[src/rtl/fpu_pkg.sv]
// ---------------------------------------------------------------------------
// fpu_pkg
// Definitions shared by the FPU operation dispatcher and its helpers:
//   - disp_state_e : dispatcher controller states
//   - QNAN32/QNAN64: canonical quiet NaN words for binary32 / binary64
//   - is_nan()     : NaN test for a word with a given exponent/significand
//                    split (exponent all ones and fraction nonzero)
// ---------------------------------------------------------------------------
package fpu_pkg;

  typedef enum logic [2:0] {
    ST_IDLE,
    ST_LAUNCH,
    ST_WAIT,
    ST_DONE,
    ST_RELEASE
  } disp_state_e;

  localparam logic [31:0] QNAN32 = 32'h7FC0_0000;
  localparam logic [63:0] QNAN64 = 64'h7FF8_0000_0000_0000;

  // The word is passed zero-extended to 64 bits so one function serves both
  // formats; ew/sw are elaboration constants, so the loop folds to plain gates.
  function automatic logic is_nan(input logic [63:0] word,
                                  input int          ew,
                                  input int          sw);
    logic exp_ones;
    logic frac_nz;
    exp_ones = 1'b1;
    frac_nz  = 1'b0;
    for (int i = 0; i < 64; i++) begin
      if (i < sw) begin
        frac_nz = frac_nz | word[i];
      end else if (i < sw + ew) begin
        exp_ones = exp_ones & word[i];
      end
    end
    return exp_ones & frac_nz;
  endfunction

endpackage

[src/rtl/fpu_nan_screen.sv]
// ---------------------------------------------------------------------------
// fpu_nan_screen
// Combinational screen applied to the operands and unit select at the point
// they are latched. A request is short-circuited when either operand is a NaN
// or the select addresses a unit that does not exist.
//   data_x_i, data_y_i : operands (W bits)
//   sel_i              : unit select (UW bits)
//   short_o            : 1 = do not launch any unit, answer with canonical qNaN
// ---------------------------------------------------------------------------
module fpu_nan_screen
  import fpu_pkg::*;
#(
  parameter int W       = 64,
  parameter int EW      = 11,
  parameter int SW      = 52,
  parameter int N_UNITS = 3,
  parameter int UW      = $clog2(N_UNITS)
) (
  input  logic [W-1:0]  data_x_i,
  input  logic [W-1:0]  data_y_i,
  input  logic [UW-1:0] sel_i,
  output logic          short_o
);

  logic nan_any;
  logic bad_sel;

  always_comb begin
    nan_any = is_nan(64'(data_x_i), EW, SW) | is_nan(64'(data_y_i), EW, SW);
    bad_sel = (32'(sel_i) >= N_UNITS);
    short_o = nan_any | bad_sel;
  end

endmodule

[src/rtl/fpu_op_dispatcher.sv]
// ---------------------------------------------------------------------------
// fpu_op_dispatcher
// Registered, single-outstanding-operation controller between the FPU host
// port and N_UNITS execution units. A request is latched in IDLE, screened
// for NaN operands / invalid select, then exactly one unit gets a one-cycle
// start pulse. The unit's result and flags are captured into held outputs,
// presented with operation_ready until the host acks, and the unit is then
// released with a one-cycle unit_ack pulse.
//
// Host side : clk, rst (async, active high), begin_operation, ack_operation,
//             operation[UW:1] unit select / [0] sub-mode, r_mode, Data_1/2,
//             busy, operation_ready, op_result, overflow_flag,
//             underflow_flag, NaN_flag, timeout_flag
// Unit side : unit_beg, unit_ack (one-hot pulses), unit_op, unit_r_mode,
//             unit_data_x/y (latched, held), unit_ready, unit_result
//             (unit k at [k*W +: W]), unit_overflow, unit_underflow
//
// Build option: FPU_DISPATCH_WATCHDOG_EN adds a WAIT-state watchdog that
// aborts after TIMEOUT cycles with a qNaN result and timeout_flag set.
// Without it, WAIT is unbounded and timeout_flag is tied low.
// ---------------------------------------------------------------------------
module fpu_op_dispatcher
  import fpu_pkg::*;
#(
  parameter int W       = 64,
  parameter int EW      = 11,
  parameter int SW      = 52,
  parameter int N_UNITS = 3,
  parameter int UW      = $clog2(N_UNITS),
  parameter int TIMEOUT = 1023
) (
  input  logic                   clk,
  input  logic                   rst,
  input  logic                   begin_operation,
  input  logic                   ack_operation,
  input  logic [UW:0]            operation,
  input  logic [1:0]             r_mode,
  input  logic [W-1:0]           Data_1,
  input  logic [W-1:0]           Data_2,
  output logic [N_UNITS-1:0]     unit_beg,
  output logic [N_UNITS-1:0]     unit_ack,
  output logic                   unit_op,
  output logic [1:0]             unit_r_mode,
  output logic [W-1:0]           unit_data_x,
  output logic [W-1:0]           unit_data_y,
  input  logic [N_UNITS-1:0]     unit_ready,
  input  logic [N_UNITS*W-1:0]   unit_result,
  input  logic [N_UNITS-1:0]     unit_overflow,
  input  logic [N_UNITS-1:0]     unit_underflow,
  output logic                   busy,
  output logic                   operation_ready,
  output logic [W-1:0]           op_result,
  output logic                   overflow_flag,
  output logic                   underflow_flag,
  output logic                   NaN_flag,
  output logic                   timeout_flag
);

  // Canonical quiet NaN {0, EW ones, 1, SW-1 zeros} for the configured width.
  localparam logic [63:0]  QNAN_SEL = (W == 32) ? {32'h0, QNAN32} : QNAN64;
  localparam logic [W-1:0] QNAN     = QNAN_SEL[W-1:0];

  disp_state_e state_q, state_d;

  logic [UW:0]          op_q;
  logic [1:0]           r_mode_q;
  logic [W-1:0]         x_q, y_q;
  logic                 launched_q;
  logic [W-1:0]         result_q;
  logic                 ov_q, uf_q, nan_q;

  logic                 short_req;
  logic [N_UNITS-1:0]   sel_oh;
  logic                 ready_hit;
  logic [W-1:0]         sel_result;
  logic                 sel_ov, sel_uf;
  logic                 timeout_hit;

  // Screen the values about to be latched so a short-circuit lands in DONE
  // one cycle after the request.
  fpu_nan_screen #(
    .W       (W),
    .EW      (EW),
    .SW      (SW),
    .N_UNITS (N_UNITS),
    .UW      (UW)
  ) u_nan_screen (
    .data_x_i (Data_1),
    .data_y_i (Data_2),
    .sel_i    (operation[UW:1]),
    .short_o  (short_req)
  );

  // Unit selection from the latched select. An out-of-range select shifts
  // the single one off the top, so no unit is ever addressed.
  always_comb begin
    // NOTE: every combinational output gets a default before any branch so
    // no path leaves it unassigned; that is what keeps latches from appearing.
    sel_oh     = N_UNITS'(1) << op_q[UW:1];
    sel_result = '0;
    sel_ov     = 1'b0;
    sel_uf     = 1'b0;
    for (int k = 0; k < N_UNITS; k++) begin
      if (sel_oh[k]) begin
        sel_result = sel_result | unit_result[k*W +: W];
        sel_ov     = sel_ov | unit_overflow[k];
        sel_uf     = sel_uf | unit_underflow[k];
      end
    end
    ready_hit = |(unit_ready & sel_oh);
  end

`ifdef FPU_DISPATCH_WATCHDOG_EN
  localparam int CW = $clog2(TIMEOUT + 1);

  logic [CW-1:0] wd_cnt_q;
  logic          timeout_q;

  // A ready arriving on the last allowed cycle still wins over the abort.
  assign timeout_hit = (state_q == ST_WAIT) && !ready_hit &&
                       (wd_cnt_q == CW'(TIMEOUT - 1));

  always_ff @(posedge clk or posedge rst) begin
    if (rst) begin
      wd_cnt_q  <= '0;
      timeout_q <= 1'b0;
    end else begin
      if (state_q == ST_LAUNCH) begin
        wd_cnt_q <= '0;
      end else if (state_q == ST_WAIT) begin
        wd_cnt_q <= wd_cnt_q + CW'(1);
      end
      if (state_q == ST_IDLE && begin_operation) begin
        timeout_q <= 1'b0;
      end else if (timeout_hit) begin
        timeout_q <= 1'b1;
      end
    end
  end

  assign timeout_flag = timeout_q;
`else
  logic unused_timeout;
  assign unused_timeout = ^TIMEOUT;
  assign timeout_hit    = 1'b0;
  assign timeout_flag   = 1'b0;
`endif

  // State register.
  always_ff @(posedge clk or posedge rst) begin
    // NOTE: clocked state uses non-blocking assignments so every register
    // samples the pre-edge value of every other register.
    if (rst) begin
      state_q <= ST_IDLE;
    end else begin
      state_q <= state_d;
    end
  end

  // Next-state logic. begin_operation matters only in IDLE and
  // ack_operation only in DONE; a ready and ack together in WAIT just
  // reaches DONE.
  always_comb begin
    state_d = state_q;
    case (state_q)
      ST_IDLE: begin
        if (begin_operation) begin
          state_d = short_req ? ST_DONE : ST_LAUNCH;
        end
      end
      ST_LAUNCH: state_d = ST_WAIT;
      ST_WAIT: begin
        if (ready_hit || timeout_hit) begin
          state_d = ST_DONE;
        end
      end
      ST_DONE: begin
        if (ack_operation) begin
          state_d = launched_q ? ST_RELEASE : ST_IDLE;
        end
      end
      ST_RELEASE: state_d = ST_IDLE;
      default:    state_d = ST_IDLE;
    endcase
  end

  // Request latch and result capture.
  always_ff @(posedge clk or posedge rst) begin
    // NOTE: datapath registers are reset too, so the unit buses and the held
    // result read zero straight out of reset instead of stale data.
    if (rst) begin
      op_q       <= '0;
      r_mode_q   <= '0;
      x_q        <= '0;
      y_q        <= '0;
      launched_q <= 1'b0;
      result_q   <= '0;
      ov_q       <= 1'b0;
      uf_q       <= 1'b0;
      nan_q      <= 1'b0;
    end else if (state_q == ST_IDLE && begin_operation) begin
      op_q       <= operation;
      r_mode_q   <= r_mode;
      x_q        <= Data_1;
      y_q        <= Data_2;
      launched_q <= !short_req;
      if (short_req) begin
        result_q <= QNAN;
        ov_q     <= 1'b0;
        uf_q     <= 1'b0;
        nan_q    <= 1'b1;
      end
    end else if (state_q == ST_WAIT) begin
      if (ready_hit) begin
        result_q <= sel_result;
        ov_q     <= sel_ov;
        uf_q     <= sel_uf;
        nan_q    <= 1'b0;
      end else if (timeout_hit) begin
        result_q <= QNAN;
        ov_q     <= 1'b0;
        uf_q     <= 1'b0;
        nan_q    <= 1'b1;
      end
    end
  end

  // Outputs are decoded from registered state only, so pulses are exactly
  // one state long and drop with the asynchronous reset.
  always_comb begin
    unit_beg        = (state_q == ST_LAUNCH)  ? sel_oh : '0;
    unit_ack        = (state_q == ST_RELEASE) ? sel_oh : '0;
    busy            = (state_q != ST_IDLE);
    operation_ready = (state_q == ST_DONE);
  end

  assign unit_op        = op_q[0];
  assign unit_r_mode    = r_mode_q;
  assign unit_data_x    = x_q;
  assign unit_data_y    = y_q;
  assign op_result      = result_q;
  assign overflow_flag  = ov_q;
  assign underflow_flag = uf_q;
  assign NaN_flag       = nan_q;

endmodule

[config.mk]
export PLATFORM = sky130hd
export DESIGN_NAME = fpu_op_dispatcher
export DESIGN_NICKNAME = d
export VERILOG_FILES = /design/src/rtl/fpu_pkg.sv /design/src/rtl/fpu_nan_screen.sv /design/src/rtl/fpu_op_dispatcher.sv
export SDC_FILE = /design/constraint.sdc
export NUM_CORES = 1
export LEC_CHECK = 0
export ABC_AREA = 1
export CAP_MARGIN = 5
export CORE_AREA = 2 2 212 214
export DETAILED_ROUTE_END_ITERATION = 6
export DIE_AREA = 0 0 214 216
export PLACE_DENSITY = 0.53
export SYNTH_ARGS = -nofsm -noshare
export SYNTH_HDL_FRONTEND = slang
export SYNTH_SLANG_ARGS = --single-unit
[constraint.sdc]
create_clock -name clk -period 9.89 [get_ports clk]
set_clock_uncertainty 0.2 [all_clocks]
set_input_delay 1.978 -clock clk [delete_from_list [all_inputs] [get_ports clk]]
set_output_delay 1.978 -clock clk [all_outputs]
set_load 0.05 [all_outputs]
# Yosys cells after proc, flatten, opt, wreduce, memory -nomap -nowiden
# Cells that the tools add are included.
[word_totals]
register_bits = 204
output_inout_bits = 207
[classes]
magnitude_cmp = 1
eq_ne = 8
shift = 1
muxes = 32
bitwise = 133
reduce_logical = 9
[op_table]
columns = ["op", "n"]
rows = [
  ["64-bit 2-to-1 mux", 7],
  ["64-bit OR", 2],
  ["1-bit OR", 108],
  ["1-bit AND", 22],
  ["3-bit 2-to-1 mux", 6],
  ["1-bit 2-to-1 mux", 17],
  ["3-bit case mux with 4 select lines", 1],
  ["2-bit != test (second input constant)", 4],
  ["3-bit by 2-bit == test with 1-bit output (second input constant)", 2],
  ["3-bit AND reduction", 2],
  ["2-bit nonzero test", 2],
  ["3-bit AND", 1],
  ["3-bit by 1-bit == test with 1-bit output (second input constant)", 1],
  ["3-bit == test (second input constant)", 1],
  ["3-bit zero test", 1],
  ["3-bit nonzero test", 1],
  ["3-bit OR reduction", 1],
  ["1-bit by 2-bit << shifter with 3-bit output (first input constant)", 1],
  ["2-bit greater-or-equal comparator (second input constant)", 1],
  ["2-bit 2-to-1 mux", 1],
  ["1-bit logical AND", 1],
  ["1-bit zero test", 1],
]

# Depth between registers and ports, before layout
# Gate-level depths: netlist of run 1.
[depth]
word_depth = 57
mapped_depth = 13
ltp_nobuf = 11

# Hierarchy
# Synthesis of run 1 repeated with hierarchy kept, for this count alone.
[hier_totals]
hier_cells = 1301
hier_area_um2 = 9693.0
[modules_own_cells]
columns = ["module", "n_inst", "cells_per_inst", "area_each_um2"]
rows = [
  ["fpu_op_dispatcher", 1, 1191, 9253.9],
  ["fpu_nan_screen", 1, 110, 439.2],
]

# Least setup slack after synthesis of run 1
# Ideal clock, no wire load.
[synth_timing]
path_kind = "register -> output"
start = "register op_q[2]"
end = "output port unit_ack[0]"
arrival_time_ns = 1.901
slack_ns = 5.811
stages_incl_launch_ff = 6
cell_sequence = "dfrtp_1 -> nor2_1 -> clkbuf_1 -> clkbuf_1 -> inv_1 -> nor2_1"
[synth_between]
elab_chain_cells = 2
[synth_lines]
columns = ["element", "line_no", "source"]
rows = [
  ["from (decl)", "fpu_op_dispatcher.sv:65", "logic [UW:0] op_q;"],
  ["from (signal assigned)", "fpu_op_dispatcher.sv:202", "op_q <= operation;"],
  ["1-bit by 2-bit << shifter with 3-bit output", "fpu_op_dispatcher.sv:99", "sel_oh = N_UNITS'(1) << op_q[UW:1];"],
  ["3-bit 2-to-1 mux", "fpu_op_dispatcher.sv:232", "unit_ack = (state_q == ST_RELEASE) ? sel_oh : '0;"],
  ["to (decl)", "fpu_op_dispatcher.sv:41", "output logic [N_UNITS-1:0] unit_ack,"],
]
# No other way between the ends.

# Worst setup path in the final report of run 1
[layout_timing]
start = "input port begin_operation"
end = "register result_q[40], in the netlist op_result[40]"
[layout_between]
elab_chain_cells = 3
word_cells_on_any_way = 6
[layout_lines]
columns = ["element", "line_no", "source"]
rows = [
  ["from (decl)", "fpu_op_dispatcher.sv:34", "input logic begin_operation,"],
  ["1-bit logical AND *", "fpu_op_dispatcher.sv:201", "end else if (state_q == ST_IDLE && begin_operation) begin"],
  ["2-bit != test (no source line) / 2-bit nonzero test (equally long branches)", "-", ""],
  ["3-bit AND reduction (no source line)", "-", ""],
  ["to (signal assigned)", "fpu_op_dispatcher.sv:215", "result_q <= sel_result;"],
  ["to (decl)", "fpu_op_dispatcher.sv:69", "logic [W-1:0] result_q;"],
]
# Every way passes the cells marked *; elsewhere a longest branch is shown, timed or not.
# A chain may end at the register's enable or synchronous reset.

==> flow_metrics.py, run 1 <==
metrics = {
    "run_status": {
        "outcome": "finished, final reports clean",
    },
    "synthesis": {
        "synth_common_cells": "773 x nand2_1, 204 x dfrtp_1, 78 x nand3_1",
        "synth-compound-area-share": 0.0162,
        "synth-edff-count": 0,
        "synth_top_area_cell": "dfrtp_1",
        "synth-xor-area-share": 0,
        "synthAdderAreaFrac": 0,
        "syn_area_um2": 9430,
        "ys_ff_latch": 204,
        "synth_mux_area_frac": 0,
        "synth_top_area_frac": 0.542,
        "syn_area_per_cell_um2": 7.35,
        "async_flop_share": 1.00,
        "synth_top_family_by_area": "simple AND/OR/NAND/NOR gates",
        "synth_cells": 1283,
        "ys.flop_type": "dfrtp_1",
        "synth.distinct_cells": 20,
        "seq_area_frac_synth": 0.542,
        "synthSimpleGateAreaFrac": 0.394,
        "yosysMostFrequentCell": "nand2_1",
        "synth_area_leaders": "dfrtp_1 54%, nand2_1 31%, nand3_1 4.1%",
        "ys_warn_count": 0,
        "syn_nets": 1621,
    },
    "job": {
        "cap_violations": 0,
    },
    "place": {
        "gp_congestion": 0.895,
        "placedCellCount": 2361,
        "port_buffers": 543,
        "dp_hpwl_um": 30500,
    },
    "sta": {
        "grt_setup_unrepaired": "no",
        "slew_headroom": 0.316,
        "finalSetupTns_ns": 0,
        "fmax_ghz": 0.185,
        "min_period_ns": 5.39,
        "hold_viol_final": 0,
        "min_period_over_period": 0.545,
        "drv_slew": 0,
        "setup_viol": 0,
        "worstMarginPinSlew_ns": 1.03,
    },
    "clock_tree": {
        "clock_sinks": 204,
        "post_cts_buffers": 0,
        "cts_resized": 0,
        "h-tree-depth": 1,
        "clock_latency_ns": 0.53,
        "clockRootBuffer": "clkbuf_16",
        "clkTransAtPathRegs_ns": 0.06,
        "cts_tree": "built",
        "cts_buffers": 26,
        "clk_path_buf_depth": 3,
        "holdBufCountCts": 0,
    },
    "routing": {
        "avgViaCountPerCell": 4.19,
        "ant_nets": 0,
        "drc": 0,
        "met3WireLength_um": 2200,
        "met2_length_um": 20000,
        "wl_met1_um": 17300,
        "top_layer": "met5",
        "wl_per_cell_um": 16.8,
        "detailedRoute.firstIterationViolations": 677,
        "wl_um": 40500,
        "num_vias": 10081,
        "drt_first_pass_iters": 5,
    },
    "global_route": {
        "grt_max_degree": 95,
        "grt_overflow": 0,
        "grt_pass1_vias": 10200,
        "grt_pass1_wl_um": 61300,
        "grt_antenna_before_repair": 2,
        "grt.total_usage": 0.168,
    },
    "min_path": {
        "hold_path_class": "flip-flop to flip-flop",
        "min_to": "op_result[49]$_DFFE_PP0P_",
        "min-delay-start": "op_result[49]$_DFFE_PP0P_",
        "hold_depth": 2,
    },
    "setup_path": {
        "critPathMaxStageDelay_ns": 0.74,
        "critical_path.cell_chain": "clkdlybuf4s50_1 -> nand3_4 -> inv_4 -> buf_4 -> nand4_2 -> nand2_2 -> buf_4 -> nand2_1 -> nand2_1",
        "reg2reg_to": "op_result[52]$_DFFE_PP0P_",
        "start_kind": "input port",
        "path_max_fanout": 90,
        "arrival_ns": 5.65,
        "crit_buf_inv": 4,
        "worst_setup_path_end_kind": "flip-flop",
        "crit_type": "input port to flip-flop",
        "timing.rr.start": "op_q[1]$_DFFE_PP0P_",
        "worst_ep_required_time_ns": 10.15,
        "crit_family": "buffers and inverters",
        "slowest_stage": "buf_4",
        "rrSetupSlack_ns": 5.77,
        "ff2ff_path_depth": 13,
    },
    "cells_and_area": {
        "stdcell_count": 2407,
        "area_growth_pct": 72.3,
        "fin_nets": 2135,
        "antennaDiodeCount": 0,
        "seq_area_um2": 5100,
        "layout-drive-gt1-share": 0.0353,
        "multi_input_area_um2": 3900,
        "fillers": 4553,
    },
    "die": {
        "fp.dieH_um": 216,
        "ios": 545,
        "initial_utilization": 0.215,
        "rows": 77,
        "core_area_um2": 43800,
        "fp.dieW_um": 214,
        "dieArea_um2": 46200,
    },
    "pwr": {
        "ir_worst_vdd_v": 0.0000986,
        "leakage_nw": 7.69,
        "total_power_mw": 1.94,
        "power_density_nw_per_um2": 119,
    },
}
==> report_power, final <==
group          leakage, nW  internal, mW  switching, mW
registers             2.84         0.835              0
logic                 4.43         0.120         0.0527
clock network        0.427         0.553          0.378
==> final cells by class <==
cell class / count / area share
well taps: 592 / 0.0456
clock inverters: 10 / 0.00324
repair buffers: 552 / 0.339
multi-input cells: 975 / 0.240
inverters: 38 / 0.00940
clock buffers: 36 / 0.0486
flip-flops and latches: 204 / 0.314
==> flip-flops by register name, summed over array words and instances (netlist names) <==
name            flops
op_result          64
op_q                3
overflow_flag       1
unit_data_y        64
unit_data_x        64
state_q             3
unit_r_mode         2
underflow_flag      1
NaN_flag            1
launched_q          1
==> metal layers <==
| layer | vias up | GRT usage |
|---|---|---|
| li1 | 4968 | - |
| met1 | 4707 | 0.216 |
| met2 | 343 | 0.290 |
| met3 | 59 | 0.0314 |
| met4 | 4 | 0.0429 |
| met5 | - | 0 |
==> stage by stage <==
stage	hold slack, ns	setup slack [ns]	instance area [um2]	util
2_1_floorplan	0.250	2.14	9430	-
4_1_cts	0.273	4.50	16200	0.371
3_3_place_gp	0.253	3.98	15400	0.351
5_1_grt	0.285	4.07	16200	0.371
6_report	0.269	4.50	16200	0.371
3_5_place_dp	0.258	3.94	15400	0.351
==> cells in the final DEF (no fill, tap or decap) <==
cell / synthesis / layout
nand3b_1: 1 / 1
nand4_1: 18 / 18
inv_8: 0 / 1
nand2_2: 1 / 1
nand3_4: 0 / 1
buf_4: 1 / 9
inv_4: 0 / 1
clkinvlp_4: 0 / 1
conb_1: 1 / 1
nor3_1: 5 / 5
clkbuf_8: 0 / 8
o21ai_0: 29 / 29
inv_2: 3 / 2
o21a_1: 1 / 1
nand3_1: 78 / 78
nand2_1: 773 / 773
clkdlybuf4s50_1: 0 / 543
clkinv_2: 0 / 9
clkbuf_16: 0 / 27
inv_1: 35 / 34
dfrtp_1: 204 / 204
nor2_1: 66 / 63
clkbuf_1: 40 / 1
nand4_2: 1 / 1
nor2_4: 0 / 3
==> how the worst max path moves through the flow <==
| stage | start | to | slack, ns | depth (start not counted) |
|---|---|---|---|---|
| 6_report | begin_operation | op_result[40]$_DFFE_PP0P_ | 4.50 | 9 |
| 5_1_grt | begin_operation | op_result[31]$_DFFE_PP0P_ | 4.07 | 9 |
| 4_1_cts | begin_operation | op_result[40]$_DFFE_PP0P_ | 4.50 | 9 |
| 3_5_place_dp | begin_operation | op_result[40]$_DFFE_PP0P_ | 3.94 | 9 |
| 3_3_place_gp | begin_operation | op_result[46]$_DFFE_PP0P_ | 3.98 | 9 |
| 2_1_floorplan | rst | NaN_flag$_DFFE_PP0P_ | 2.14 | 1 |
==> worst register-to-register path: cells and delay by family, from the launching register on <==
family        cells  cell delay, ns
flops             1            0.44
simple gates      8            1.22
buf+inv           5            2.15
==> cell families after synthesis <==
| kind of cell | Yosys count |
|---|---|
| AO/OA/AOI/OAI | 30 |
| buffers and inverters | 104 |
| flip-flops | 204 |
| other | 1 |
| AND/OR/NAND/NOR | 944 |
(Power assumes the default switching activity.)
==> inputs of run 2 (changes only) <==
==> constraint.sdc (replaced) <==
create_clock -name clk -period 5.6 [get_ports clk]
set_clock_uncertainty 0.2 [all_clocks]
set_input_delay 1.12 -clock clk [delete_from_list [all_inputs] [get_ports clk]]
set_output_delay 1.12 -clock clk [all_outputs]
set_load 0.05 [all_outputs]
==> flow_metrics.py, run 2 (same netlist as run 1, synthesis figures left out) <==
metrics = {
    "die": {
        "ios": 545,
        "fp.dieW_um": 214,
        "rows": 77,
        "core_area_um2": 43800,
        "dieArea_um2": 46200,
        "initial_utilization": 0.215,
        "fp.dieH_um": 216,
    },
    "setup_path": {
        "path_depth": 13,
        "crit_buf_inv": 3,
        "crit_family": "simple AND/OR/NAND/NOR gates",
        "ff2ff_path_depth": 13,
        "timing.rr.start": "op_q[2]$_DFFE_PP0P_",
        "path_max_fanout": 36,
        "slowest_stage": "nand2_2",
        "critPathMaxStageDelay_ns": 0.68,
        "critPathMostFrequentCell": "nand2_1",
        "worst_setup_path_end_kind": "flip-flop",
        "start_kind": "input port",
        "rrSetupSlack_ns": 2.25,
        "crit_type": "input port to flip-flop",
        "reg2reg_to": "op_result[31]$_DFFE_PP0P_",
        "worst_ep_required_time_ns": 5.87,
        "arrival_ns": 4.27,
        "critical_path.cell_chain": "clkdlybuf4s50_1 -> inv_1 -> nand2_1 -> nor3_1 -> nand2_1 -> nor2_1 -> nand2_1 -> nand2_1 -> nand4_2 -> nand2_2 -> buf_12 -> nand2_1 -> nand2_1",
        "crit_start": "Data_1[48]",
    },
    "routing": {
        "detailedRoute.firstIterationViolations": 566,
        "wl_um": 40700,
        "num_vias": 9995,
        "drt_first_pass_iters": 5,
        "avgViaCountPerCell": 4.15,
        "ant_nets": 0,
        "wl_per_cell_um": 16.9,
        "drc": 0,
    },
    "min_path": {
        "hold_path_class": "flip-flop to flip-flop",
        "min_to": "op_result[61]$_DFFE_PP0P_",
        "min-delay-start": "op_result[61]$_DFFE_PP0P_",
        "hold_depth": 2,
    },
    "cells_and_area": {
        "fin_nets": 2137,
        "area_growth_pct": 73.2,
        "fillers": 4562,
        "layout-drive-gt1-share": 0.0330,
        "final_common_cell": "nand2_1",
        "final_cell_mix": "773 x nand2_1, 543 x clkdlybuf4s50_1, 204 x dfrtp_1",
    },
    "global_route": {
        "grt_pass1_vias": 10014,
        "grt.total_usage": 0.170,
        "grt_pass1_wl_um": 61400,
        "grt_max_degree": 103,
        "grt_overflow": 0,
        "grt_antenna_before_repair": 2,
    },
    "place": {
        "post-place-ws_ns": 0.981,
        "gp_congestion": 0.895,
        "port_buffers": 543,
        "dp_hpwl_um": 30500,
    },
    "sta": {
        "fmax_ghz": 0.250,
        "grt_setup_unrepaired": "no",
        "worstMarginPinSlew_ns": 1.04,
        "slew_headroom": 0.304,
        "min_period_over_period": 0.714,
        "fin_ws_ns": 1.60,
        "drv_slew": 0,
        "min_period_ns": 4.00,
        "setup_viol": 0,
        "whs_ns": 0.266,
        "finalSetupTns_ns": 0,
        "hold_viol_final": 0,
    },
    "clock_tree": {
        "post_cts_buffers": 0,
        "h-tree-depth": 1,
        "clock_sinks": 204,
        "holdBufCountCts": 0,
        "cts_buffers": 26,
        "clk_path_buf_depth": 3,
        "clockRootBuffer": "clkbuf_16",
        "clkTransAtPathRegs_ns": 0.06,
        "cts_resized": 0,
        "clock_latency_ns": 0.53,
        "cts_tree": "built",
    },
    "pwr": {
        "power_density_nw_per_um2": 214,
        "leakage_nw": 7.72,
        "ir_worst_vdd_v": 0.000170,
    },
    "job": {
        "cap_violations": 0,
    },
    "run_status": {
        "outcome": "finished, final reports clean",
    },
}
-- run 2: worst max path at each step --
| stage | endpoint |
|---|---|
| final | op_result[31]$_DFFE_PP0P_ |
| after global routing | op_result[39]$_DFFE_PP0P_ |
| after CTS | op_result[31]$_DFFE_PP0P_ |
| after detailed placement | op_result[31]$_DFFE_PP0P_ |
| after global placement | op_result[43]$_DFFE_PP0P_ |
| after floorplan | NaN_flag$_DFFE_PP0P_ |
-- run 2: worst min-delay path, stage by stage, from the launching register on --
cell     delay, ns
dfrtp_1       0.34
nand2_1       0.05
nand2_1       0.04
-- run 2: final cells by class --
type	count	area, um2	share of cell area
antenna	2	5.00	0.000307
clock buffer	41	798	0.0489
clock inverter	5	75.1	0.00460
inverter	38	149	0.00912
multi-input combinational	975	3900	0.239
sequential	204	5100	0.313
tap	592	741	0.0454
timing repair buffer	554	5560	0.340
-- run 2: metrics by stage --
stage                     power, mW  area, um2   util  instances
after global placement         1.81      15400  0.352       2363
after global routing           3.64      16300  0.372       2411
after CTS                      3.57      16300  0.372       2409
after floorplan                1.54       9430      -       1283
after detailed placement       1.81      15400  0.352       2363
final                          3.49      16300  0.372       2411
-- run 2: metal layers --
metal / up-vias / share of wire / GRT usage
met4: 0 / 0.035 / 0.0569
li1: 4970 / - / -
met1: 4636 / 0.42 / 0.213
met3: 72 / 0.051 / 0.0307
met5: - / 0 / 0
met2: 317 / 0.49 / 0.293
-- run 2: power breakdown --
group,internal [mW],total [mW],switching [mW]
logic,0.214,0.307,0.0932
clock network,1.06,1.71,0.651
registers,1.47,1.47,0
total,2.75,3.49,0.744
